<file path="config.mk">
export PLATFORM = sky130hd
export DESIGN_NAME = branch_target_predictor_flat
export DESIGN_NICKNAME = d
export VERILOG_FILES = /design/src/rtl/bp_pkg.sv /design/src/rtl/branch_target_predictor_if.sv /design/src/rtl/bp_table.sv /design/src/rtl/branch_target_predictor.sv /design/src/flat_wrapper.sv
export SDC_FILE = /design/constraint.sdc
export NUM_CORES = 1
export LEC_CHECK = 0
export CELL_PAD_IN_SITES_DETAIL_PLACEMENT = 0
export CELL_PAD_IN_SITES_GLOBAL_PLACEMENT = 2
export CORE_ASPECT_RATIO = 1.5
export CORE_UTILIZATION = 35
export DETAILED_ROUTE_END_ITERATION = 6
export MAX_ROUTING_LAYER = met4
export PLACE_DENSITY_LB_ADDON = 0.1
export SLEW_MARGIN = 15
export SYNTH_ARGS = -nofsm -noshare
export SYNTH_HDL_FRONTEND = slang
export SYNTH_SLANG_ARGS = --single-unit
export TNS_END_PERCENT = 30
</file>
<file path="constraint.sdc">
create_clock -name clk -period 7.4 [get_ports clk]
set_clock_uncertainty 0.15 [all_clocks]
set_input_delay 1.48 -clock clk [delete_from_list [all_inputs] [get_ports clk]]
set_output_delay 1.48 -clock clk [all_outputs]
set_load 0.01 [all_outputs]
</file>
<file path="src/rtl/bp_pkg.sv">
// bp_pkg: shared types, counter encodings and saturating-counter helpers for the branch predictor.
package bp_pkg;

    typedef logic [1:0] ctr_t;

    localparam ctr_t CTR_SNT   = 2'b00;
    localparam ctr_t CTR_WNT   = 2'b01;
    localparam ctr_t CTR_WT    = 2'b10;
    localparam ctr_t CTR_ST    = 2'b11;
    localparam ctr_t CTR_ALLOC = CTR_WT;

    function automatic ctr_t sat_inc(input ctr_t c);
        return (c == CTR_ST) ? CTR_ST : c + 2'b01;
    endfunction

    function automatic ctr_t sat_dec(input ctr_t c);
        return (c == CTR_SNT) ? CTR_SNT : c - 2'b01;
    endfunction

endpackage

</file>
<file path="src/rtl/branch_target_predictor_if.sv">
// branch_target_predictor_if: fetch lookup and execute update/mispredict signals of the branch predictor.
//   Fetch:   PCF -> PredTakenF, PredTargetF
//   Execute: BranchE, FlushE, TakenE, PCE, TargetE, PredTakenE, PredTargetE -> MispredictE, RedirectPCE
//   master = pipeline side (drives PCs and resolutions), slave = predictor.
interface branch_target_predictor_if #(
    parameter int XLEN = 32
);

    logic [XLEN-1:0] PCF;
    logic            PredTakenF;
    logic [XLEN-1:0] PredTargetF;
    logic            BranchE;
    logic            FlushE;
    logic            TakenE;
    logic [XLEN-1:0] PCE;
    logic [XLEN-1:0] TargetE;
    logic            PredTakenE;
    logic [XLEN-1:0] PredTargetE;
    logic            MispredictE;
    logic [XLEN-1:0] RedirectPCE;

    modport master (
        output PCF, BranchE, FlushE, TakenE, PCE, TargetE, PredTakenE, PredTargetE,
        input  PredTakenF, PredTargetF, MispredictE, RedirectPCE
    );

    modport slave (
        input  PCF, BranchE, FlushE, TakenE, PCE, TargetE, PredTakenE, PredTargetE,
        output PredTakenF, PredTargetF, MispredictE, RedirectPCE
    );

endinterface

</file>
<file path="src/rtl/bp_table.sv">
// bp_table: direct-mapped BTB storage; combinational fetch read, read-modify-write update port, async clear of valid/ctr.
//   clk, reset_n          clock, asynchronous active-low clear of valid and ctr
//   rd_idx_i -> rd_*_o    fetch-side entry read
//   wr_idx_i -> wr_*_o    current contents of the entry addressed for update
//   wr_en_i, wr_tag_i, wr_target_i, wr_ctr_i   entry write (sets valid)
module bp_table
    import bp_pkg::*;
#(
    parameter int ENTRIES = 16,
    parameter int XLEN    = 32,
    parameter int IW      = $clog2(ENTRIES),
    parameter int TW      = XLEN - IW - 2
) (
    input  logic            clk,
    input  logic            reset_n,
    input  logic [IW-1:0]   rd_idx_i,
    output logic            rd_valid_o,
    output logic [TW-1:0]   rd_tag_o,
    output logic [XLEN-1:0] rd_target_o,
    output ctr_t            rd_ctr_o,
    input  logic [IW-1:0]   wr_idx_i,
    output logic            wr_valid_o,
    output logic [TW-1:0]   wr_tag_o,
    output logic [XLEN-1:0] wr_target_o,
    output ctr_t            wr_ctr_o,
    input  logic            wr_en_i,
    input  logic [TW-1:0]   wr_tag_i,
    input  logic [XLEN-1:0] wr_target_i,
    input  ctr_t            wr_ctr_i
);

    logic [ENTRIES-1:0] valid_q;
    ctr_t               ctr_q    [ENTRIES];
    logic [TW-1:0]      tag_q    [ENTRIES];
    logic [XLEN-1:0]    target_q [ENTRIES];

    assign rd_valid_o  = valid_q[rd_idx_i];
    assign rd_tag_o    = tag_q[rd_idx_i];
    assign rd_target_o = target_q[rd_idx_i];
    assign rd_ctr_o    = ctr_q[rd_idx_i];

    assign wr_valid_o  = valid_q[wr_idx_i];
    assign wr_tag_o    = tag_q[wr_idx_i];
    assign wr_target_o = target_q[wr_idx_i];
    assign wr_ctr_o    = ctr_q[wr_idx_i];

    always_ff @(posedge clk or negedge reset_n) begin
        if (!reset_n) begin
            valid_q <= '0;
            for (int i = 0; i < ENTRIES; i++) ctr_q[i] <= CTR_SNT;
        end else if (wr_en_i) begin
            valid_q[wr_idx_i] <= 1'b1;
            ctr_q[wr_idx_i]   <= wr_ctr_i;
        end
    end

    // Tag and target are only meaningful behind valid, so they carry no reset.
    always_ff @(posedge clk) begin
        if (wr_en_i) begin
            tag_q[wr_idx_i]    <= wr_tag_i;
            target_q[wr_idx_i] <= wr_target_i;
        end
    end

endmodule

</file>
<file path="src/rtl/branch_target_predictor.sv">
// branch_target_predictor: BTB with 2-bit direction counters; fetch prediction, execute update and mispredict/redirect.
//   clk, reset_n   clock, asynchronous active-low reset (clears all entries)
//   bus (slave)    PCF/PredTakenF/PredTargetF lookup; BranchE..PredTargetE resolution in, MispredictE/RedirectPCE out
module branch_target_predictor
    import bp_pkg::*;
#(
    parameter int ENTRIES = 16,
    parameter int XLEN    = 32
) (
    input  logic                        clk,
    input  logic                        reset_n,
    branch_target_predictor_if.slave    bus
);

    localparam int IW = $clog2(ENTRIES);
    localparam int TW = XLEN - IW - 2;

    logic [IW-1:0]   f_idx, e_idx;
    logic [TW-1:0]   f_tag, e_tag, rd_tag, wr_tag_old, wr_tag;
    logic [XLEN-1:0] rd_target, wr_target_old, wr_target;
    logic            rd_valid, wr_valid_old, wr_en;
    ctr_t            rd_ctr, wr_ctr_old, wr_ctr;
    logic            hit_f, hit_e, upd;

    assign f_idx = bus.PCF[IW+1:2];
    assign f_tag = bus.PCF[XLEN-1:IW+2];
    assign e_idx = bus.PCE[IW+1:2];
    assign e_tag = bus.PCE[XLEN-1:IW+2];

    bp_table #(
        .ENTRIES (ENTRIES),
        .XLEN    (XLEN)
    ) u_table (
        .clk         (clk),
        .reset_n     (reset_n),
        .rd_idx_i    (f_idx),
        .rd_valid_o  (rd_valid),
        .rd_tag_o    (rd_tag),
        .rd_target_o (rd_target),
        .rd_ctr_o    (rd_ctr),
        .wr_idx_i    (e_idx),
        .wr_valid_o  (wr_valid_old),
        .wr_tag_o    (wr_tag_old),
        .wr_target_o (wr_target_old),
        .wr_ctr_o    (wr_ctr_old),
        .wr_en_i     (wr_en),
        .wr_tag_i    (wr_tag),
        .wr_target_i (wr_target),
        .wr_ctr_i    (wr_ctr)
    );

    assign hit_f           = rd_valid && (rd_tag == f_tag);
    assign bus.PredTakenF  = hit_f && rd_ctr[1];
    assign bus.PredTargetF = bus.PredTakenF ? rd_target : bus.PCF + XLEN'(4);

    // A hit always trains the counter; a miss allocates only when taken.
    always_comb begin
        upd       = bus.BranchE && !bus.FlushE;
        hit_e     = wr_valid_old && (wr_tag_old == e_tag);
        wr_en     = upd && (hit_e || bus.TakenE);
        wr_tag    = e_tag;
        wr_target = bus.TakenE ? bus.TargetE : wr_target_old;
        wr_ctr    = !hit_e ? CTR_ALLOC : bus.TakenE ? sat_inc(wr_ctr_old) : sat_dec(wr_ctr_old);
    end

    assign bus.MispredictE = bus.BranchE && !bus.FlushE &&
                             ((bus.PredTakenE != bus.TakenE) ||
                              (bus.TakenE && (bus.PredTargetE != bus.TargetE)));
    assign bus.RedirectPCE = bus.TakenE ? bus.TargetE : bus.PCE + XLEN'(4);

    logic unused_tag_old;
    assign unused_tag_old = ^wr_tag_old & 1'b0;

endmodule
</file>
<file path="src/flat_wrapper.sv">
// flat-port wrapper written by rule: the top's interface ports become plain ports
module branch_target_predictor_flat import bp_pkg::*;
#(
    parameter int ENTRIES = 16,
    parameter int XLEN    = 32
)
  (clk, reset_n, bus_PCF, bus_BranchE, bus_FlushE, bus_TakenE, bus_PCE, bus_TargetE, bus_PredTakenE, bus_PredTargetE, bus_PredTakenF, bus_PredTargetF, bus_MispredictE, bus_RedirectPCE);
  branch_target_predictor_if #(.XLEN(XLEN)) bus_i ();
  input  logic clk;
  input  logic reset_n;
  input wire logic [$bits(bus_i.PCF)-1:0] bus_PCF;
  input wire logic [$bits(bus_i.BranchE)-1:0] bus_BranchE;
  input wire logic [$bits(bus_i.FlushE)-1:0] bus_FlushE;
  input wire logic [$bits(bus_i.TakenE)-1:0] bus_TakenE;
  input wire logic [$bits(bus_i.PCE)-1:0] bus_PCE;
  input wire logic [$bits(bus_i.TargetE)-1:0] bus_TargetE;
  input wire logic [$bits(bus_i.PredTakenE)-1:0] bus_PredTakenE;
  input wire logic [$bits(bus_i.PredTargetE)-1:0] bus_PredTargetE;
  output wire logic [$bits(bus_i.PredTakenF)-1:0] bus_PredTakenF;
  output wire logic [$bits(bus_i.PredTargetF)-1:0] bus_PredTargetF;
  output wire logic [$bits(bus_i.MispredictE)-1:0] bus_MispredictE;
  output wire logic [$bits(bus_i.RedirectPCE)-1:0] bus_RedirectPCE;
  assign bus_i.PCF = bus_PCF;
  assign bus_i.BranchE = bus_BranchE;
  assign bus_i.FlushE = bus_FlushE;
  assign bus_i.TakenE = bus_TakenE;
  assign bus_i.PCE = bus_PCE;
  assign bus_i.TargetE = bus_TargetE;
  assign bus_i.PredTakenE = bus_PredTakenE;
  assign bus_i.PredTargetE = bus_PredTargetE;
  assign bus_PredTakenF = bus_i.PredTakenF;
  assign bus_PredTargetF = bus_i.PredTargetF;
  assign bus_MispredictE = bus_i.MispredictE;
  assign bus_RedirectPCE = bus_i.RedirectPCE;
  branch_target_predictor #(.ENTRIES(ENTRIES), .XLEN(XLEN)) u_core (.clk(clk), .reset_n(reset_n), .bus(bus_i));
endmodule
</file>
Yosys cells after proc, flatten, opt, wreduce, memory -nomap -nowiden
Memories as Yosys holds them, arrays and structs flattened.
Index checks and enable logic that the tools add are counted.
- logic and storage cells: 76
- bits in writable memories: 928
- bits of input ports: 134
- memories kept: 2
- bits in registers: 48
- memory list (name ; words ; bits a word ; rd ports ; clocked after memory_dff ; wr ports ; RTL line ; RTL):
    u_core.u_table.target_q ; 16 ; 32 ; 1 ; 0 ; 1 ; bp_table.sv:35 ; logic [XLEN-1:0] target_q [ENTRIES];
    u_core.u_table.tag_q ; 16 ; 26 ; 2 ; 0 ; 1 ; bp_table.sv:34 ; logic [TW-1:0] tag_q [ENTRIES];
- $lt $le $gt $ge: 6
- bitwise gates (word level): 3
- equal/unequal tests: 6
- add/subtract/negate cells: 4
- reductions and logical operators: 14
- multiplexer cells: 24
- operators with widths (cell ; count):
    two-way mux 32 bit ; 3
    adder 32 x 3 -> 32 bit (second input constant) ; 2
    equality test 26 bit ; 2
    bitwise mux 32 bit ; 1
    inequality test 32 bit ; 1
    two-way mux 2 bit ; 9
    binary-select mux 2 bit (select 4 bit) ; 2
    bitwise OR 16 bit ; 1
    greater-or-equal comparator 5 bit (second input constant) ; 2
    < comparator 4 x 5 -> 1 bit (second input constant) ; 2
    NOT 4 -> 5 bit ; 2
    logical AND 1 bit ; 9
    binary-select mux 1 bit (select 4 bit) ; 2
    demux 2 bit (select 4 bit) ; 1
    < comparator 5 x 1 -> 1 bit (second input constant) ; 1
    two-way mux 1 bit ; 5
    demux 1 bit (select 4 bit) ; 1
    greater-or-equal comparator 4 x 1 -> 1 bit (second input constant) ; 1
    adder 2 x 1 -> 2 bit (second input constant) ; 1
    equality test 2 bit (second input constant) ; 1
    logical NOT 2 bit ; 1
    logical OR 1 bit ; 2
    AND reduction 2 bit ; 1
    subtractor 2 x 1 -> 2 bit (second input constant) ; 1
    3 further kinds ; 3

Logic depth before layout (Yosys ltp)
- word-level depth: 9
- depth in mapped cells: 15
- mapped depth without buffers: 10

By module
Synthesis repeated with hierarchy kept, for this count alone.
- cells, all modules: 2557
- area, all modules: 47116.4 um^2
- modules (own cells, without submodules) (module ; cells an instance ; area an instance (um^2) ; seq. area each (um^2) ; times used):
    bp_table ; 2079 ; 43863.3 ; 29067.9 ; 1
    branch_target_predictor ; 478 ; 3253.1 ; 0.0 ; 1

Worst setup path before layout
OpenSTA, ideal clock, no wires.
- path type: in2reg
- start: in bus_PCE[2]
- end: mem u_core.u_table.tag_q[3][0] (netlist bit) (enable)
- path slack: 1.094 ns
- path buffers: 3
- stages on the path: 10
- arrival: 5.698 ns
- cell sequence: buf_6 > buf_6 > mux4_1 > a32oi_1 > o311a_1 > o211ai_1 > a222oi_1 > o2111ai_2 > buf_2 > o31ai_1
- longest elaborated chain between the ends: 7
- elaborated cells on any way between the ends: 9
- ends and longest elaborated chain (item ; RTL line ; RTL):
    start: declaration ; flat_wrapper.sv:15 ; input wire logic [$bits(bus_i.PCE)-1:0] bus_PCE;
    memory (16 x 26 bit) or binary-select mux 1 bit (select 4 bit) (tied branches) ; -- ;
    equality test 26 bit or two-way mux 1 bit (tied branches) ; branch_target_predictor.sv:59, bp_table.sv:42 ;
    logical AND 1 bit ; branch_target_predictor.sv:59 ; hit_e = wr_valid_old && (wr_tag_old == e_tag);
    logical OR 1 bit ; branch_target_predictor.sv:60 ; wr_en = upd && (hit_e || bus.TakenE);
    logical AND 1 bit ; branch_target_predictor.sv:60 ;
    two-way mux 1 bit ; bp_table.sv:59 ; if (wr_en_i) begin
    two-way mux 1 bit (implied by the code) ; bp_table.sv:60 ; tag_q[wr_idx_i] <= wr_tag_i;
    end: declaration ; bp_table.sv:34 ;
Parallel ways exist; a longest one is shown, timed or not. The select of a mux whose other input is x is not followed.

Worst setup path after layout
- start: in bus_PCF[2]
- end: out bus_PredTargetF[1]
- longest elaborated chain between the ends: 6
- elaborated cells on any way between the ends: 12
- ends and longest elaborated chain (item ; RTL line ; RTL):
    start: declaration ; flat_wrapper.sv:11 ; input wire logic [$bits(bus_i.PCF)-1:0] bus_PCF;
    branches (longest 5 deep; another with memory (16 x 26 bit)) ; -- ;
    two-way mux 32 bit (*) ; branch_target_predictor.sv:54 ; assign bus.PredTargetF = bus.PredTakenF ? rd_target : bus.PCF + XLEN'(4);
    end: declaration ; flat_wrapper.sv:20 ; output wire logic [$bits(bus_i.PredTargetF)-1:0] bus_PredTargetF;
Mark *: on every way between the ends. The select of a mux whose other input is x is not followed.

==> flow_summary_export.csv <==
group,metric,value,unit
grt,track_usage,26.0,%
final_layout,seq_area,0.0291,sq mm
grt,grt_pass1_wl,221000,um
clock_tree,cts_resized,0,
die,die_w,293,um
die,design.core.area,0.126,sq mm
clock_tree,cts_hold_buffers,0,
clock_tree,numClockSinks,976,
clock_tree,cts_tree,"done",
hold_path,hold_class,"reg2reg",
routing,drt-pass1-iter-count,6,
die,start_util,35.3,%
routing,post-route-drc-count,0,
pwr,peakVddDrop,0.188,mV
pwr,p_leak,17.0,nW
clock_tree,post_cts_buffers,0,
timing,maxSlewViolCount,0,
critical_path,cp-end-kind,"primary output",
final_layout,multi_input_area,0.0145,sq mm
synth,syn_inst,2399,
place,hpwl,107000,um
synth,synthArstFlopShare,4.92,%
synth,ys_warn_count,0,
routing,wl_per_cell,35.9,um
routing,drtAntennaViolNets,0,
final_layout,fillers,11200,
timing,finalHoldViolCount,0,
synth,synth.most_common_cell,"edfxtp_1",
routing,vias_per_cell,5.68,
critical_path,crit_fanout,43,
timing,fmax,143,MHz
place,gp_congestion,0.877,
timing,rsz0062_at_grt,"false",
clock_tree,clk_path_buf_depth,3,
grt,overflow,0,
critical_path,worstSetupStartpointType,"input port",
final_layout,final_layout_size_suffix_gt1_share,27.6,%
synth,synth_common_cells,"928 x edfxtp_1, 361 x mux4_2, 126 x nand2_1",
timing,worst_slew_pin_slew,1.21,ns
timing,finalSetupViolCount,0,
critical_path,crit_arrival,5.35,ns
synth,synth_top_area_share,62.8,%
critical_path,worst_ep_required_time,5.77,ns
synth,seq_area_frac_synth,65.5,%
die,die-area,0.128,sq mm
routing,vias,25400,
routing,wirelength,161000,um
timing,fin_setup_tns,0,ns
final_layout,fin_util,42.0,%
final_layout,syn2layout_area_growth,18.8,%
synth,synthFlopType,"edfxtp_1",
clock_tree,clk_latency,0.74,ns
pwr,power_density,236,mW/mm^2
clock_tree,clk_pin_slew,0.06,ns
synth,syn_area_per_cell,18.5,sq um
synth,ys_seq_elements,976,
synth,synth.area.top_cells,"edfxtp_1 63%, mux4_2 18%, dfrtp_1 2.7%",
die,pin_count,200,
synth,synth.largest_area_cell,"edfxtp_1",
synth,syn_area,0.0444,sq mm
grt,grt_antenna_before_repair,9,
timing,period_minus_slack,6.98,ns
grt,grt_pass1_vias,26800,
outcome,outcome,"finished clean",
final_layout,nets,2838,
clock_tree,clockRootBuffer,"clkbuf_16",
clock_tree,numCtsBuffers,97,
synth,synth_cell_types,78,
grt,grt_max_degree,131,
synth,synth_nets,2538,
routing,drt_iter0_drc,2314,
timing,relSlewSlack,18.8,%
timing,finalCritPeriodShare,94.3,%
die,die_h,438,um
die,num_rows,159,
run,cap_violations,0,
critical_path,critPathKind,"in2out",
synth,synth_edf_count,928,
clock_tree,h-tree-depth,3,
place,portBuffers,199,
## power breakdown
part / internal, W / total, W / switching, W
combinational: 0.000542 / 0.00125 / 0.000706
clock: 0.00278 / 0.00499 / 0.00221
sequential: 0.00613 / 0.00618 / 0.0000487
total: 0.00946 / 0.0124 / 0.00297
## routing by layer
metal	routed length, um	part of all wire [%]	global-route usage [%]
met4	6600	4.1	10.8
met2	84600	53	45.2
met1	62100	39	30.5
met5	0	0	-
met3	7670	4.8	2.98
## state kept, by name, indices dropped and copies added (netlist names)
signal                   count
u_core.u_table.target_q    512
u_core.u_table.tag_q       416
u_core.u_table.valid_q      16
u_core.u_table.ctr_q        32
## metrics by stage
| step | hold slack (ns) | cell area, sq um | power (W) | worst slack (ns) | instances |
|---|---|---|---|---|---|
| final | 0.353 | 52700 | 0.0124 | 0.419 | 4477 |
| after global routing | 0.373 | 52700 | 0.0128 | 0.278 | 4477 |
| after CTS | 0.349 | 52700 | 0.0126 | 0.360 | 4472 |
| after detailed placement | 0.335 | 49500 | 0.00756 | 0.360 | 4290 |
| after global placement | 0.333 | 49500 | 0.00755 | 0.355 | 4290 |
| after floorplan | 0.300 | 44400 | 0.00694 | 1.09 | 2399 |
## worst paths after layout
kind | from | slack [ns] | end | cells past startpoint
min in group asynchronous | reset_n | 0.65 | u_core.u_table.valid_q[10] | 1
hold / removal | u_core.u_table.valid_q[7] | 0.35 | u_core.u_table.valid_q[7] | 1
max in group asynchronous | reset_n | 6.02 | u_core.u_table.ctr_q[2] | 1
setup / recovery | bus_PCF[2] | 0.42 | bus_PredTargetF[1] | 12
hold reg to reg | u_core.u_table.valid_q[7] | 0.35 | u_core.u_table.valid_q[7] | 1
setup reg to reg | u_core.u_table.tag_q[14][13] | 3.41 | u_core.u_table.tag_q[11][8] | 9
## final cells by class
cell class | instances | area share (%)
sequential | 976 | 55.2
multi-input combinational | 1217 | 27.6
timing repair buffer | 356 | 6.84
clock buffer | 121 | 4.86
tap | 1690 | 4.01
clock inverter | 61 | 1.14
inverter | 51 | 0.368
antenna | 5 | 0.0237
## layout by cell type, fill, tap and decap left out, types with 6 or more instances in the layout
cell and instances:
clkdlybuf4s50_1 190, buf_12 35, a21oi_1 15, o22ai_1 17
inv_1 35, mux2i_1 105, nand3_1 56, nand2_1 126
nand2b_1 8, a22o_1 9, mux4_2 361, nor2b_1 10
inv_2 13, a31oi_1 10, clkinv_2 13, nor4_1 11
a211oi_1 6, xnor2_1 96, o21ai_0 42, bufinv_16 9
or2_2 17, nor2_1 31, buf_4 125, o31ai_4 12
o22a_1 17, clkbuf_1 21, nor3_1 22, clkbuf_16 98
dfrtp_1 48, mux2_2 47, clkinv_1 31, a22oi_1 21
xor2_1 53, edfxtp_1 928, and3_1 12, nand4_1 23
## critical path: stages
cell	delay [ns]
buf_8	0.38
mux4_2	0.58
mux2i_1	0.51
nor3_1	0.18
o21bai_1	0.20
and4b_1	0.25
nand3_1	0.08
nor4_1	0.23
nand4_1	0.23
buf_12	0.25
mux2_2	0.27
clkdlybuf4s50_1	0.53
## cells by family (layout without fill, tap and decap cells)
family | after synthesis | in the layout | share of synthesized area (%)
and+or+nand+nor | 350 | 350 | 3.92
DFF | 976 | 976 | 65.5
buffers and inverters | 206 | 589 | 2.27
muxes | 516 | 516 | 22.0
AOI/OAI and AO/OA | 196 | 196 | 3.15
other | 0 | 5 | 0
xor gates and xnor gates | 149 | 149 | 2.94
adders and majority gates | 6 | 6 | 0.164
Power figures use the tool's default switching activity.
